`config.mk`:
```
export PLATFORM = sky130hd
export DESIGN_NAME = axi_multi_rd_arb
export DESIGN_NICKNAME = d
export VERILOG_FILES = /design/src/rtl/axi_multi_rd_arb.sv
export SDC_FILE = /design/constraint.sdc
export NUM_CORES = 1
export LEC_CHECK = 0
export CORE_MARGIN = 3
export CORE_UTILIZATION = 23
export DETAILED_ROUTE_END_ITERATION = 8
export SETUP_SLACK_MARGIN = 0.02
export SLEW_MARGIN = 40
export SYNTH_ARGS = -nofsm -noshare
export SYNTH_HDL_FRONTEND = slang
export SYNTH_SLANG_ARGS = --single-unit
```
`constraint.sdc`:
```
create_clock -name aclk -period 2.5 [get_ports aclk]
set_input_delay 0.5 -clock aclk [delete_from_list [all_inputs] [get_ports aclk]]
set_output_delay 0.5 -clock aclk [all_outputs]
set_load 0.005 [all_outputs]
```
`src/rtl/axi_multi_rd_arb.sv`:
```
// Read-side AXI3 master merging NUM_CH cache read ports onto one AR/R pair, one outstanding read per port.
// Build option: define AXI_RD_FIXED_PRIO_EN for fixed lowest-index-wins arbitration instead of round-robin.
module axi_multi_rd_arb #(
  parameter int NUM_CH     = 2,
  parameter int LINE_WORDS = 8,
  parameter int CH_W       = (NUM_CH > 1) ? $clog2(NUM_CH) : 1
) (
  input  logic                 aclk,
  input  logic                 aresetn,
  input  logic [NUM_CH-1:0]    ch_rd_req,
  input  logic [3*NUM_CH-1:0]  ch_rd_type,
  input  logic [32*NUM_CH-1:0] ch_rd_addr,
  output logic [NUM_CH-1:0]    ch_rd_rdy,
  output logic [NUM_CH-1:0]    ch_ret_valid,
  output logic [NUM_CH-1:0]    ch_ret_last,
  output logic [31:0]          ret_data,
  output logic [3:0]           arid,
  output logic [31:0]          araddr,
  output logic [7:0]           arlen,
  output logic [2:0]           arsize,
  output logic [1:0]           arburst,
  output logic [1:0]           arlock,
  output logic [3:0]           arcache,
  output logic [2:0]           arprot,
  output logic                 arvalid,
  input  logic                 arready,
  input  logic [3:0]           rid,
  input  logic [31:0]          rdata,
  input  logic [1:0]           rresp,
  input  logic                 rlast,
  input  logic                 rvalid,
  output logic                 rready,
  output logic                 err_flag,
  output logic                 dbg_state
);

  // Handshakes: a transfer happens on a rising edge where valid and ready are both high;
  // arvalid and the AR fields stay stable from assertion until that edge, and the request
  // side treats ch_rd_req & ch_rd_rdy in the same cycle as acceptance.
  typedef enum logic {
    S_IDLE = 1'b0,
    S_ADDR = 1'b1
  } ar_state_t;

  localparam logic [4:0] NUM_CH_5 = 5'(NUM_CH);

  ar_state_t         state, state_nxt;
  logic [NUM_CH-1:0] outstanding, outstanding_nxt;
  logic [NUM_CH-1:0] eligible;
  logic              any_elig;
  logic [CH_W-1:0]   grant;
  logic [CH_W-1:0]   ar_ch;
  logic              grant_en;
  logic              ar_hs;
  logic              rid_ok;
  logic [CH_W-1:0]   rid_ch;
  logic [2:0]        sel_type;
  logic [31:0]       sel_addr;
  logic [7:0]        sel_len;
  logic [2:0]        sel_size;

  assign eligible = ch_rd_req & ~outstanding;
  assign any_elig = |eligible;
  assign rid_ok   = ({1'b0, rid} < NUM_CH_5);
  assign rid_ch   = rid[CH_W-1:0];

`ifdef AXI_RD_FIXED_PRIO_EN
  always_comb begin
    grant = '0;
    for (int i = NUM_CH - 1; i >= 0; i--) begin
      if (eligible[i]) grant = CH_W'(i);
    end
  end
`else
  logic [CH_W-1:0] rr_ptr;
  logic [CH_W:0]   rr_sum;
  logic            rr_found;

  // Search starts at rr_ptr and wraps, so the channel after the last winner goes first.
  always_comb begin
    grant    = rr_ptr;
    rr_found = 1'b0;
    rr_sum   = '0;
    for (int k = 0; k < NUM_CH; k++) begin
      rr_sum = {1'b0, rr_ptr} + (CH_W+1)'(k);
      if (rr_sum >= (CH_W+1)'(NUM_CH)) rr_sum = rr_sum - (CH_W+1)'(NUM_CH);
      if (!rr_found && eligible[rr_sum[CH_W-1:0]]) begin
        grant    = rr_sum[CH_W-1:0];
        rr_found = 1'b1;
      end
    end
  end

  always_ff @(posedge aclk or negedge aresetn) begin
    if (!aresetn) begin
      rr_ptr <= '0;
    end else if (grant_en) begin
      rr_ptr <= (grant == CH_W'(NUM_CH - 1)) ? '0 : grant + 1'b1;
    end
  end
`endif

  assign grant_en = aresetn && (state == S_IDLE) && any_elig;
  assign ar_hs    = (state == S_ADDR) && arready;

  always_comb begin
    sel_type = ch_rd_type[3*grant +: 3];
    sel_addr = ch_rd_addr[32*grant +: 32];
    sel_len  = 8'd0;
    sel_size = 3'd2;
    case (sel_type)
      3'd0:    sel_size = 3'd0;
      3'd1:    sel_size = 3'd1;
      3'd4:    sel_len  = 8'(LINE_WORDS - 1);
      default: sel_size = 3'd2;
    endcase
  end

  always_comb begin
    state_nxt = state;
    ch_rd_rdy = '0;
    case (state)
      S_IDLE: begin
        if (grant_en) begin
          ch_rd_rdy[grant] = 1'b1;
          state_nxt        = S_ADDR;
        end
      end
      S_ADDR: begin
        if (arready) state_nxt = S_IDLE;
      end
      default: state_nxt = S_IDLE;
    endcase
  end

  always_ff @(posedge aclk or negedge aresetn) begin
    if (!aresetn) begin
      state <= S_IDLE;
    end else begin
      state <= state_nxt;
    end
  end

  always_ff @(posedge aclk or negedge aresetn) begin
    if (!aresetn) begin
      araddr <= '0;
      arid   <= '0;
      arlen  <= '0;
      arsize <= '0;
      ar_ch  <= '0;
    end else if (grant_en) begin
      araddr <= sel_addr;
      arid   <= 4'(grant);
      arlen  <= sel_len;
      arsize <= sel_size;
      ar_ch  <= grant;
    end
  end

  // An rlast clear and an AR set always target different channels, so both apply.
  always_comb begin
    outstanding_nxt = outstanding;
    if (rvalid && rid_ok && rlast) outstanding_nxt[rid_ch] = 1'b0;
    if (ar_hs) outstanding_nxt[ar_ch] = 1'b1;
  end

  always_ff @(posedge aclk or negedge aresetn) begin
    if (!aresetn) begin
      outstanding <= '0;
      err_flag    <= 1'b0;
    end else begin
      outstanding <= outstanding_nxt;
      if (rvalid && ((rresp != 2'b00) || !rid_ok)) err_flag <= 1'b1;
    end
  end

  always_comb begin
    ch_ret_valid = '0;
    ch_ret_last  = '0;
    if (aresetn && rvalid && rid_ok) begin
      ch_ret_valid[rid_ch] = 1'b1;
      ch_ret_last[rid_ch]  = rlast;
    end
  end

  assign ret_data  = rdata;
  assign rready    = aresetn;
  assign arvalid   = (state == S_ADDR);
  assign arburst   = 2'b01;
  assign arlock    = 2'b00;
  assign arcache   = 4'b0000;
  assign arprot    = 3'b000;
  assign dbg_state = state;

endmodule
```
======== After elaboration in Yosys (flattened, before gate mapping) ========
Cells that the tools add are included.
word-level totals
  latch bits .............................. 0
  RAM bits ................................ 0
  memory bits (read-only) ................. 0
  output and inout port bits .............. 100
  memories kept ........................... 0
  word-level logic and storage cells ...... 80
  bits in registers ....................... 49
cells by class
  reduce and logical (&&, ||, !) cells .... 18
  order comparisons ....................... 11
  $add $sub $neg .......................... 4
  shift-type cells ........................ 2
  eq/ne operators ......................... 2
  divide/modulo/power cells ............... 0
  bitwise operators ....................... 7
  multiplexer cells ....................... 27
  multipliers ............................. 1
operators by type and width
  cell                 number
  $shiftx 64x7->32     1
  $mux 1               15
  $logic_and 1x1->1    12
  $mux 2               6
  $lt 1x2->1 const B   5
  $and 2x2->2          3
  $shiftx 6x4->3       1
  $lt 4x2->1 const B   1
  $not 2->2            2
  $pmux 2 s2           1
  $demux 1 s1          3
  $eq 3x1->1 const B   1
  $eq 3x3->1 const B   1
  $ge 1x1->1 const B   3
  $logic_not 3->1      1
  $mul 2x1->3 const A  1
  $mux 3               1
  $add 1x1->2 const B  1
  $ge 1x2->1 const B   1
  $ge 2x2->1 const B   1
  $logic_not 1->1      2
  $or 2x2->2           1
  $pmux 1 s2           1
  $reduce_bool 2->1    1
  other kinds (5)      6

======== Depth between registers and ports, before layout ========
Gate-level depths: netlist of run 1.
  word-level depth ........................ 14
  depth in mapped cells ................... 6

======== Least setup slack after synthesis of run 1 ========
OpenSTA, ideal clock, no wires.
  path kind ............................... input -> output
  from .................................... input ch_rd_req[1]
  to ...................................... output ch_rd_rdy[0]
  required time ........................... 2000 ps
  arrival ................................. 1197 ps
  slack ................................... 803 ps
  buffers on the path ..................... 1
  stages on the path ...................... 3
  cell sequence ........................... nor2b_2 -> a211oi_4 -> buf_2
between the ends
  longest elaborated chain between the ends .. 13
  elaborated cells on any way between the ends .. 19
RTL lines
  element                                                                RTL line  text
  start: declaration                                                     10        input logic [NUM_CH-1:0] ch_rd_req,
  $and 2x2->2 *                                                          62        assign eligible = ch_rd_req & ~outstanding;
  $mux 1 (implied by the code) (2 in series)                             87        if (!rr_found && eligible[rr_sum[CH_W-1:0]]) begin
  $mux 1                                                                 87
  $logic_not 1->1                                                        87
  $logic_and 1x1->1                                                      87
  $mux 1                                                                 87
  $lt 1x2->1 (implied by the code) / $ge 1x1->1 (equally long branches)  125       ch_rd_rdy[grant] = 1'b1;
  $logic_and 1x1->1 (implied by the code)                                125
  $mux 1 (implied by the code)                                           125
  $demux 1 s1                                                            125
  $mux 2 *                                                               124       if (grant_en) begin
  $mux 2 *                                                               122       case (state)
  end: declaration                                                       13        output logic [NUM_CH-1:0] ch_rd_rdy,
Every way passes the cells marked *; elsewhere a longest branch is shown, timed or not. The select of a mux whose other input is x is not followed.

======== Final worst setup path of run 1 ========
  from .................................... input rid[1]
  to ...................................... output ch_ret_last[1]
between the ends
  longest elaborated chain between the ends .. 3
RTL lines
  element             RTL line  text
  start: declaration  27        input logic [3:0] rid,
  $lt 4x2->1          64        assign rid_ok = ({1'b0, rid} < NUM_CH_5);
  $logic_and 1x1->1   180       if (aresetn && rvalid && rid_ok) begin
  $mux 2              180
  end: declaration    15        output logic [NUM_CH-1:0] ch_ret_last,
No other way between the ends.

==> impl_results.md, run 1 <==
- Status: completed
- Initial DRC Count: 220
- CP top delay family: buffers and inverters
- Starting density of the core: 24.1%
- XOR/XNOR share of the synthesized area: 0%
- Worst EP required: 2000 ps
- Vias: 1936
- EDFF count, synth: 0
- Most frequent cell after synthesis: buf_4
- # IOs: 215
- Clock-pin slew on the worst setup and hold paths: 80 ps
- Clk_skew: 6.64 ps
- Syn Inst Count: 219
- Routed metal-1 wirelength: 2520 um
- CP Launch Type: primary input
- Adder-Cell Fraction of Synth Area: 0.493%
- Post-synth top area share: 45.0%
- Mapped Area: 0.00228 mm^2
- DRC viols: 0
- DRT Pass-1 Iters: 6
- Synthesis Warnings: 0
- CTS sink cnt: 41
- Ys flop type: dfrtp_1
- Post-route total power: 3.17 mW
- Hold Vio Cnt, Final: 0
- RePlAce Congestion: 0.759
- Critical path class: primary input to primary output
- Row count: 35
- CP bufs+invs: 2
- Crit Path Max Fanout: 3
- Area Growth Syn to Fin: 53.4%
- CP peak stage delay: 510 ps
- Root buffer cell: clkbuf_8
- Fmax: 406 MHz
- CTS tree: yes
- Fin crit period: 2460 ps
- Synth Area in Simple Gates: 7.18%
- Arrival time worst endpoint: 1960 ps
- Area after DPL: 0.00337 mm^2
- Via count of the first global-routing pass: 1985
- Compound-Gate Fraction of Synth Area: 18.7%
- Die width: 106 um
- Mux cell area share after synthesis: 0.658%
- Worst hold path type: primary input to asynchronous set/reset pin
- Antenna diode count: 0
- CP dominant cell by count: clkdlybuf4s50_1
- # nets final: 430
- Routed WL: 6520 um
- Final core occ: 37.0%
- Post-DP HPWL: 4970 um
- Largest family of logic cells by synthesized area: buffers and inverters
- Reg2reg path depth: 5
- Leak: 1.58 nW
- Ys async rst share: 100%
- Critical path depth: 5
- Yosys reg bits: 41
- DP Cell Count: 436
- Fin. max-slew vios: 0
- Final setup viols: 0
- Post-synth cell types: 28
- Via density: 4.35
- Tcrit/Tclk final: 98.6%
- Fraction of layout cells with a size suffix above 1: 8.54%
- Worst skew pair latency: 290 ps
- PortBufs: 130
- Fillers: 959
- Power Density: 905 mW/mm^2
- Highest metal used: met5
- Dominant cell type by area after synthesis: dfrtp_1
- Core Region: 0.00946 mm^2
- Seq/Total Area, Yosys: 45.0%
- Grt ovf: 0
- Initial antenna violation count: 1
- MaxCap Viol Count: 0
- Worst Hold Margin: 171 ps
- RSZ-0062 raised after global routing: yes
- Worst R2R Setup Slack: 890 ps
- Design area: 0.00350 mm^2
- Slowest CP cell: clkdlybuf4s50_1
- Post-synth top cells: 57 x buf_4, 41 x dfrtp_1, 33 x inv_1
- Syn_area_per_cell: 10.4 um^2
- DR WL met2: 3030 um
- WL/cell: 14.7 um
- Non-filler cells, final: 445
- DR WL met3: 821 um
- Storage element area: 0.00103 mm^2
- CTS max path bufs: 2
- FF-to-FF Start: outstanding[1]
- Top post-synthesis cells by area: dfrtp_1 45%, buf_4 19%, a222oi_1 14%
- Multi-input gate area: 703 um^2
- Largest net degree at the start of global routing: 34
- CTS Buf Count: 5
- Final ANT Viol Nets: 0
- VDD IR max: 0.000302 V
- R2r endpoint: araddr[18]
- Crit end category: primary output
- Die span in y: 106 um
- GR Util All Layers: 11.3%
- First-pass GRT wire length: 9980 um
- Worst path cell trace: clkdlybuf4s50_1 > nor3_2 > nand3_1 > nor2_1 > clkdlybuf4s50_1
- H-Tree Depth: 2
- Die ar.: 0.0112 mm^2
cells in the final DEF (no fill, tap or decap), types with 3 or more instances in the layout:
| cell | count |
|---|---|
| inv_1 | 33 |
| nand2_1 | 6 |
| o21ai_0 | 3 |
| nor3_1 | 3 |
| clkdlybuf4s50_1 | 128 |
| clkbuf_8 | 6 |
| buf_4 | 9 |
| conb_1 | 20 |
| a21o_1 | 4 |
| nor2_1 | 8 |
| dfrtp_1 | 41 |
| a222oi_1 | 32 |
layer usage:
| metal | up-vias | track usage [%] |
|---|---|---|
| met5 | - | 0 |
| met2 | 116 | 17.9 |
| met4 | 2 | 4.72 |
| met1 | 905 | 13.1 |
| met3 | 18 | 5.14 |
| li1 | 895 | - |
final cells by class:
class | instances | area share (%)
inverter | 33 | 3.54
clock inverter | 2 | 1.07
multi-input combinational | 95 | 20.1
clock buffer | 6 | 2.36
timing repair buffer | 139 | 39.0
sequential | 41 | 29.3
tap | 129 | 4.61
what timing repair did:
action,in CTS,in global routing
hold buffers,0,0
buffers inserted,0,1
endpoints found under the setup margin,2,4
resized for setup,1,1
pin swaps,0,1
logic make-up (layout without fill, tap and decap cells):
logic type | count (synthesis) | in the layout
buffers and inverters | 101 | 180
DFF | 41 | 41
muxes | 1 | 1
adders and majority gates | 1 | 1
and+or+nand+nor | 28 | 28
AOI/OAI and AO/OA | 45 | 45
other | 2 | 20
through the flow:
stage,worst slack [ps],setup TNS [ps]
floorplan,803,0
detailed placement,-34.4,-41.8
CTS,47.3,0
global placement,34.7,0
global route,-40.0,-40.0
finish,35.8,0
flip-flops by register name, summed over array words and instances (netlist names):
register / count
arid: 1
arvalid: 1
outstanding: 2
araddr: 32
err_flag: 1
arlen: 1
arsize: 2
rr_ptr: 1
power breakdown:
| part | internal [mW] | switching [mW] | leakage (nW) |
|---|---|---|---|
| sequential | 0.966 | 0.207 | 0.505 |
| clock | 0.325 | 0.231 | 0.0574 |
| combinational | 0.935 | 0.505 | 1.01 |
worst max-delay path by stage:
| stage | startpoint | to | slack, ps |
|---|---|---|---|
| finish | rid[1] | ch_ret_last[1] | 40 |
| CTS | ch_rd_req[1] | ch_rd_rdy[0] | 50 |
| global route | rid[1] | ch_ret_last[1] | -40 |
| global placement | rid[3] | ch_ret_last[1] | 30 |
| detailed placement | rid[2] | ch_ret_last[1] | -30 |
| floorplan | ch_rd_req[1] | ch_rd_rdy[0] | 800 |
Note: power is estimated with default switching activity, not from simulation.
==> inputs of run 2 (changes only) <==
- SLEW_MARGIN: 40 -> not set
==> results of run 2 <==
No change in the layout: final DEF, timing and power equal those of run 1.
==> inputs of run 3 (changes only) <==
- PLACE_DENSITY: not set -> 0.66
- clock period: 2.5 -> 2.2 ns (I/O delays scaled with it)
==> run 3 against run 2 <==
  * Combinational power rose by 17%
  * Die area unchanged
  * Critical path type unchanged
  * Sequential share of layout area barely moved
  * Highest routed layer is now met4
  * Sequential power increased by 14%
  * Power increased by 11%
  * Worst hold slack worse by 32 ps
  * Clock power is 9.9% lower
  * Utilization grew 0.053 points
  * Flip-flop and latch count did not move
  * Register-to-register slack got worse by 380 ps
==> impl_results.md, run 3 (synthesis gave the netlist of run 1 again) <==
- Clock-pin slew on the worst setup and hold paths: 80 ps
- Fraction of layout cells with a size suffix above 1: 9.97%
- # IOs: 215
- CTS Buf Count: 5
- VDD IR max: 0.000425 V
- Setup WS post-layout: 59.8 ps
- Most frequent cells in the layout: 123 x clkdlybuf4s50_1, 41 x dfrtp_1, 33 x inv_1, 32 x a222oi_1, 20 x conb_1
- # nets final: 435
- GR Util All Layers: 11.3%
- WL/cell: 14.6 um
- Fin. max-slew vios: 0
- Initial DRC Count: 162
- Antenna diode count: 0
- H-Tree Depth: 2
- Starting density of the core: 24.1%
- CTS sink cnt: 41
- Root buffer cell: clkbuf_8
- Fin crit period: 2140 ps
- RSZ-0062 raised after global routing: no
- Slowest CP cell: clkdlybuf4s50_1
- Fillers: 978
- Core Region: 0.00946 mm^2
- Tcrit/Tclk final: 97.3%
- Vias: 1950
- Power Density: 1000 mW/mm^2
- Critical path class: primary input to primary output
- CTS tree: yes
- Place WS: -152 ps
- Crit Path Max Fanout: 3
- Final ANT Viol Nets: 0
- Reg with most FFs: araddr
- CP dominant cell by count: buf_4
- MaxCap Viol Count: 0
- Area Growth Syn to Fin: 53.6%
- Worst EP required: 1760 ps
- Final core occ: 37.1%
- Via density: 4.33
- Die ar.: 0.0112 mm^2
- First-pass GRT wire length: 10100 um
- Via count of the first global-routing pass: 2000
- CTS max path bufs: 2
- Leading registers by flop count: araddr: 32 flops, arsize: 2 flops, outstanding: 2 flops
- Arrival time worst endpoint: 1700 ps
- Grt ovf: 0
- Status: completed
- Leak: 1.59 nW
- Post-DP HPWL: 4930 um
- Row count: 35
- Clk_skew: 8.57 ps
- Worst skew pair latency: 290 ps
- Initial antenna violation count: 0
- CP Launch Type: primary input
- Die span in y: 106 um
- Routed WL: 6580 um
- Worst Hold Margin: 139 ps
- Cts hold-fix bufs: 0
- DRC viols: 0
- Crit end category: primary output
- Die width: 106 um
- PortBufs: 130
- Final setup viols: 0
- Largest net degree at the start of global routing: 34
- CP peak stage delay: 390 ps
- Worst hold path type: primary input to asynchronous set/reset pin
- Worst path cell trace: clkdlybuf4s50_1 > nor3_1 > buf_4 > buf_4 > nand3_2 > nor2_1 > clkdlybuf4s15_1
- Hold Vio Cnt, Final: 0
- Commonest non-fill, non-tap cell in the layout: clkdlybuf4s50_1
- Max reg flops: 32
- DRT Pass-1 Iters: 7
- Fmax: 467 MHz
- RePlAce Congestion: 0.788
[run 3: routing by layer]
layer / GRT usage, % / share of wire, % / vias up
li1: - / - / 908
met1: 13.0 / 40 / 919
met2: 19.6 / 49 / 106
met3: 3.67 / 9.7 / 17
met4: 3.89 / 1.8 / 0
met5: 0 / 0 / -
[run 3: final timing paths]
kind	start	endpoint	slack [ps]	depth (start not counted)
setup reg to reg	outstanding[1]	araddr[17]	510	6
hold / removal	aresetn	err_flag	140	2
hold reg to reg	err_flag	err_flag	480	1
min in group aclk	err_flag	err_flag	480	1
setup / recovery	rid[3]	ch_ret_last[0]	60	7
max in group asynchronous	aresetn	araddr[4]	1400	3
[run 3: final cells by class]
| cell class | instances | area [um^2] | share of cell area [%] |
|---|---|---|---|
| timing repair buffer | 144 | 1400 | 40.0 |
| sequential | 41 | 1030 | 29.3 |
| multi-input combinational | 95 | 703 | 20.1 |
| tap | 129 | 161 | 4.60 |
| inverter | 33 | 124 | 3.53 |
| clock buffer | 6 | 72.6 | 2.07 |
| clock inverter | 2 | 15.0 | 0.428 |
[run 3: through the flow]
step	instances	total power [mW]	setup TNS [ps]	area (um^2)
3_5_place_dp	440	3.04	-647	3410
4_1_cts	450	3.57	0	3500
2_1_floorplan	237	2.11	0	2350
5_1_grt	450	3.76	0	3510
3_3_place_gp	440	3.02	-555	3410
6_report	450	3.51	0	3510
[run 3: what timing repair did]
item,CTS,global route
resized for setup,6,4
setup buffers,2,0
endpoints found under the setup margin,6,2
pin swaps,1,3
[run 3: critical path, delay by kind of cell]
| family | cells | cell delay [ps] |
|---|---|---|
| buf+inv | 4 | 860 |
| simple gates | 3 | 390 |
[run 3: report_power, final]
group / switching, mW / internal, mW
logic: 0.590 / 1.09
clock network: 0.276 / 0.224
registers: 0.230 / 1.10
total: 1.10 / 2.41
==> RTL change 1: new RTL, flow settings as in run 3 <==
Reset style: synchronous (`aresetn`), changed in 4 clocked blocks.
--- a/src/rtl/axi_multi_rd_arb.sv
+++ b/src/rtl/axi_multi_rd_arb.sv
@@ -91,7 +91,7 @@
     end
   end
 
-  always_ff @(posedge aclk or negedge aresetn) begin
+  always_ff @(posedge aclk) begin
     if (!aresetn) begin
       rr_ptr <= '0;
     end else if (grant_en) begin
@@ -133,7 +133,7 @@
     endcase
   end
 
-  always_ff @(posedge aclk or negedge aresetn) begin
+  always_ff @(posedge aclk) begin
     if (!aresetn) begin
       state <= S_IDLE;
     end else begin
@@ -141,7 +141,7 @@
     end
   end
 
-  always_ff @(posedge aclk or negedge aresetn) begin
+  always_ff @(posedge aclk) begin
     if (!aresetn) begin
       araddr <= '0;
       arid   <= '0;
@@ -164,7 +164,7 @@
     if (ar_hs) outstanding_nxt[ar_ch] = 1'b1;
   end
 
-  always_ff @(posedge aclk or negedge aresetn) begin
+  always_ff @(posedge aclk) begin
     if (!aresetn) begin
       outstanding <= '0;
       err_flag    <= 1'b0;
Behaviour: differs if aresetn is asserted again (counterexample within 4 cycles, from zero or initial values and one cycle with aresetn low); with aresetn held inactive, the same outputs for 10 cycles.
==> RTL change 1 against run 3 <==
Count of clock-buffer cells in the layout is 1 higher; sequential share of layout area is 5.6 points lower; wire length is 4.6% lower; worst setup slack better by 0.028 ns; largest cell class unchanged; sequential cell count stayed put; area after synthesis is 2.9% lower; final area is 0.96% lower; worst hold slack better by 0.35 ns; synthesized cell count is 3.2% higher.
Power is not compared: it rests on default switching activity, and its combinational part moved more than twofold at a synthesized area within 25%.
==> RTL change 1: results (changes against run 3) <==
[run_status]
status=finished clean

[route]
drtIter0Drc=51  ; -69%
route.vias.total=1952  ; +0.10%
drt-pass1-iter-count=4  ; -3
wl_um=6280  ; -4.6%

[timing]
fin_worst_skew_ns=0.00530  ; -0.00327 ns
whs_ns=0.487  ; +0.348 ns

[worst_hold_path]
min_path_cells=1
hold_start=arsize[1]
worstHoldPathType=reg -> reg

[clock_network]
h-tree-depth=2  ; unchanged
insertion_delay_ns=0.29  ; about the same
cts.root.buffer_cell=clkbuf_8
clk_pin_slew_ns=0.08  ; about the same
numCtsBuffers=5  ; unchanged

[final_layout]
layout-drive-gt1-share_pct=11.1  ; +1.2 points
largest_registers=araddr x32, arsize x2, outstanding x2
fill_cells=944  ; -3.5%
fin_cells=461  ; +2.4%
layout.nets=446  ; +2.5%

[global_route]
grt_use_met2_pct=18.2  ; -1.4 points
antenna_found_initial=0  ; unchanged
use_met1_pct=13.7  ; +0.67 points
first_global_vias=1908  ; -4.6%
use_met3_pct=4.03  ; +0.36 points
grt_pass1_wl_um=9890  ; -2.1%
grt_max_degree=36  ; +5.9%
grtUsageTotal_pct=11.2  ; -0.13 points

[setup_path]
reg2reg_to=araddr[15]
max_stage_delay_ns=0.54  ; +0.15 ns
cp.arrival_ns=2.30  ; +0.60 ns
rrSetupSlack_ns=0.37  ; -0.14 ns
r2r.worst_path.cells=5  ; -1
rr_startpoint=arvalid

[synth]
synth_common_cells=buf_4, dfxtp_1, a221o_1, and2_1, nor2_1
synth.top_cells.by_area=dfxtp_1, buf_4, a221o_1, and2_1, buf_8
ys_types=36  ; +29%
seq_area_frac_synth_pct=37.0  ; -7.9 points
async_reset_ff_share_pct=0  ; -100 points
syn_area_per_cell_um2=9.80  ; -5.9%
synth-compound-area-share_pct=20.3  ; +1.6 points
synthAdderAreaFrac_pct=0.508  ; +0.015 points
synthMuxAreaShare_pct=0.452  ; -0.21 points

[place]
io_buffers=130  ; unchanged
gp_congestion=0.771  ; -2.2%
dp.final_hpwl_um=4490  ; -8.9%
placed_cells=446  ; +1.4%

[pwr]
peakVddDrop_mv=0.235

## RTL change 1: metrics by stage
step	util, %	area, µm²	worst slack (ns)	power (µW)
after global placement	35.6	3300	-0.155	1430
after floorplan	-	2280	0.665	1160
after CTS	37.2	3450	0.00588	2020
after detailed placement	35.6	3300	-0.175	1440
final	37.4	3470	0.0874	1980
after global routing	37.4	3470	0.0379	2090
## RTL change 1: metal layers
metal / share of wire, % / routed length [µm]
met2: 48 / 3030
met1: 42 / 2650
met5: 0 / 0
met4: 0.91 / 57
met3: 8.6 / 542
## RTL change 1: layout make-up
type	instances	area (µm²)	area share, %
clock buffers	7	96.3	2.77
clock inverters	1	5.00	0.144
inverters	2	7.51	0.216
multi-input cells	133	946	27.2
flip-flops and latches	41	821	23.6
well taps	129	161	4.65
repair buffers	148	1440	41.3
## RTL change 1: power by group
group,internal (µW),switching [µW]
combinational,370,172
clock,284,272
sequential,826,52.2
total,1480,496
## RTL change 1: how the worst max path moves through the flow
stage                       startpoint              to  slack (ns)  cells after the start
after global routing      ch_rd_req[1]    ch_rd_rdy[1]        0.04                      5
after global placement    ch_rd_req[1]    ch_rd_rdy[1]       -0.16                      5
after detailed placement       aresetn       araddr[0]       -0.17                      6
final                           rvalid  outstanding[0]        0.09                     12
after floorplan           ch_rd_req[1]    ch_rd_rdy[1]        0.66                      4
after CTS                       rid[1]  outstanding[0]       0.006                     13
## RTL change 1: timing repair
item                                    in CTS  in global routing
hold buffers                                 0                  0
pin swaps                                    4                  2
resized for setup                            8                  6
endpoints found under the setup margin       6                  5
buffers inserted                             7                  0
==> RTL change 2: new RTL, settings of run 3 <==
Made on the original files. The parameter `NUM_CH` goes from 2 to 4.
--- a/src/rtl/axi_multi_rd_arb.sv
+++ b/src/rtl/axi_multi_rd_arb.sv
@@ -1,7 +1,7 @@
 // Read-side AXI3 master merging NUM_CH cache read ports onto one AR/R pair, one outstanding read per port.
 // Build option: define AXI_RD_FIXED_PRIO_EN for fixed lowest-index-wins arbitration instead of round-robin.
 module axi_multi_rd_arb #(
-  parameter int NUM_CH     = 2,
+  parameter int NUM_CH     = 4,
   parameter int LINE_WORDS = 8,
   parameter int CH_W       = (NUM_CH > 1) ? $clog2(NUM_CH) : 1
 ) (
Interface: changed (6 resized); port bits go from 215 to 293. No check against the original RTL was run, so the function may have changed too.
==> RTL change 2 against run 3 <==
The flow now finishes with violations (setup timing); sequential cell count increased by 4; area after synthesis increased by 54%; final area increased by 74%; total power increased by 110%; register-to-register slack got worse by 0.59 ns; worst setup slack got worse by 0.22 ns; wire length increased by 79%; sequential power increased by 13%; die area increased by 51%; largest cell class unchanged; largest power group unchanged.
==> RTL change 2: results (changes against run 3) <==
[run_status]
status=complete, but fails checks
violations=setup timing

[route]
drtIter0Drc=48  ; -70%
wl_met3_um=1090  ; +71%
viasPerCell=4.41  ; +1.7%
drt-pass1-iter-count=4  ; -3
wl_per_cell_um=15.5  ; +5.9%
wl_um=11800  ; +79%
dr_wl_met2_um=6090  ; +90%
wl_met1_um=4380  ; +68%

[setup_path]
crit_fanout=3  ; unchanged
cp.arrival_ns=1.92  ; +0.22 ns
critical-path-slowest-cell=dfrtp_2
max_stage_delay_ns=0.42  ; +0.03 ns

[place]
postPlaceCellArea_um2=5600  ; +64%
io_buffers=209  ; +61%
dp_slack_ns=-0.798  ; -0.646 ns
dp.final_hpwl_um=9260  ; +88%
placed_cells=732  ; +66%
gp_congestion=0.780  ; -1.1%

[final_layout]
largest_registers=araddr x32, outstanding x4
fill_cells=1474  ; +51%
layout-drive-gt1-share_pct=22.0  ; +12 points
layout.nets=768  ; +77%
area_delta_synth_final_pct=73.8

[synth]
ys_types=39  ; +39%
seq_area_frac_synth_pct=32.1  ; -13 points
synth.top_cells.by_area=dfrtp_1, mux2i_1, buf_4, mux2_2, o21ai_0
synth_cells=373  ; +70%
synthMuxAreaShare_pct=29.4  ; +29 points
synthAdderAreaFrac_pct=1.43  ; +0.93 points
synth_common_cells=mux2i_1, buf_4, nand2_1, dfrtp_1, o21ai_0
synth-compound-area-share_pct=11.2  ; -7.5 points

[global_route]
grt_pass1_wl_um=17700  ; +75%
antenna_found_initial=1  ; +1
first_global_vias=3521  ; +76%
grtUsageTotal_pct=13.4  ; +2.1 points
grt_use_met2_pct=24.0  ; +4.4 points
grt_max_degree=40  ; +18%
use_met1_pct=14.5  ; +1.5 points
use_met3_pct=5.03  ; +1.4 points

[timing]
worst_slack_ns=-0.159  ; -0.219 ns
final.setup.tns_ns=-0.891  ; -0.891 ns
setup_viol=16  ; +16
fin_worst_skew_ns=0.0115  ; +0.00296 ns

[pwr]
peakVddDrop_mv=0.509  ; +20%
leakage_uw=0.00272  ; +71%

[clock_network]
cts_setup_buffers=17  ; +15
h-tree-depth=2  ; unchanged
cts_resized=68  ; +62
cts.root.buffer_cell=clkbuf_16

[worst_hold_path]
worstHoldPathType=in -> async

[die]
dieArea_um2=16800  ; +51%

-- RTL change 2: cell type report --
type	instances	share of cell area (%)
Clock buffer	6	2.28
Clock inverter	2	0.225
Inverter	9	0.676
Multi-Input combinational cell	261	33.8
Sequential cell	45	18.5
Tap cell	184	3.77
Timing Repair Buffer	255	40.8
-- RTL change 2: path summary, 6_finish.rpt --
check	start	to	slack, ns	cells past startpoint
setup / recovery	outstanding[2]	ch_rd_rdy[1]	-0.16	10
hold / removal	aresetn	outstanding[0]	0.24	2
setup reg to reg	outstanding[0]	arlen[1]	-0.08	9
hold reg to reg	err_flag	err_flag	0.48	1
max in group asynchronous	aresetn	araddr[12]	1.55	2
min in group aclk	err_flag	err_flag	0.48	1
-- RTL change 2: power breakdown --
group	switching [µW]	total, µW	internal (µW)	leakage (µW)
logic	2260	5220	2960	0.00210
registers	284	1500	1220	0.000545
clock network	309	761	452	0.0000768
total	2860	7480	4630	0.00272
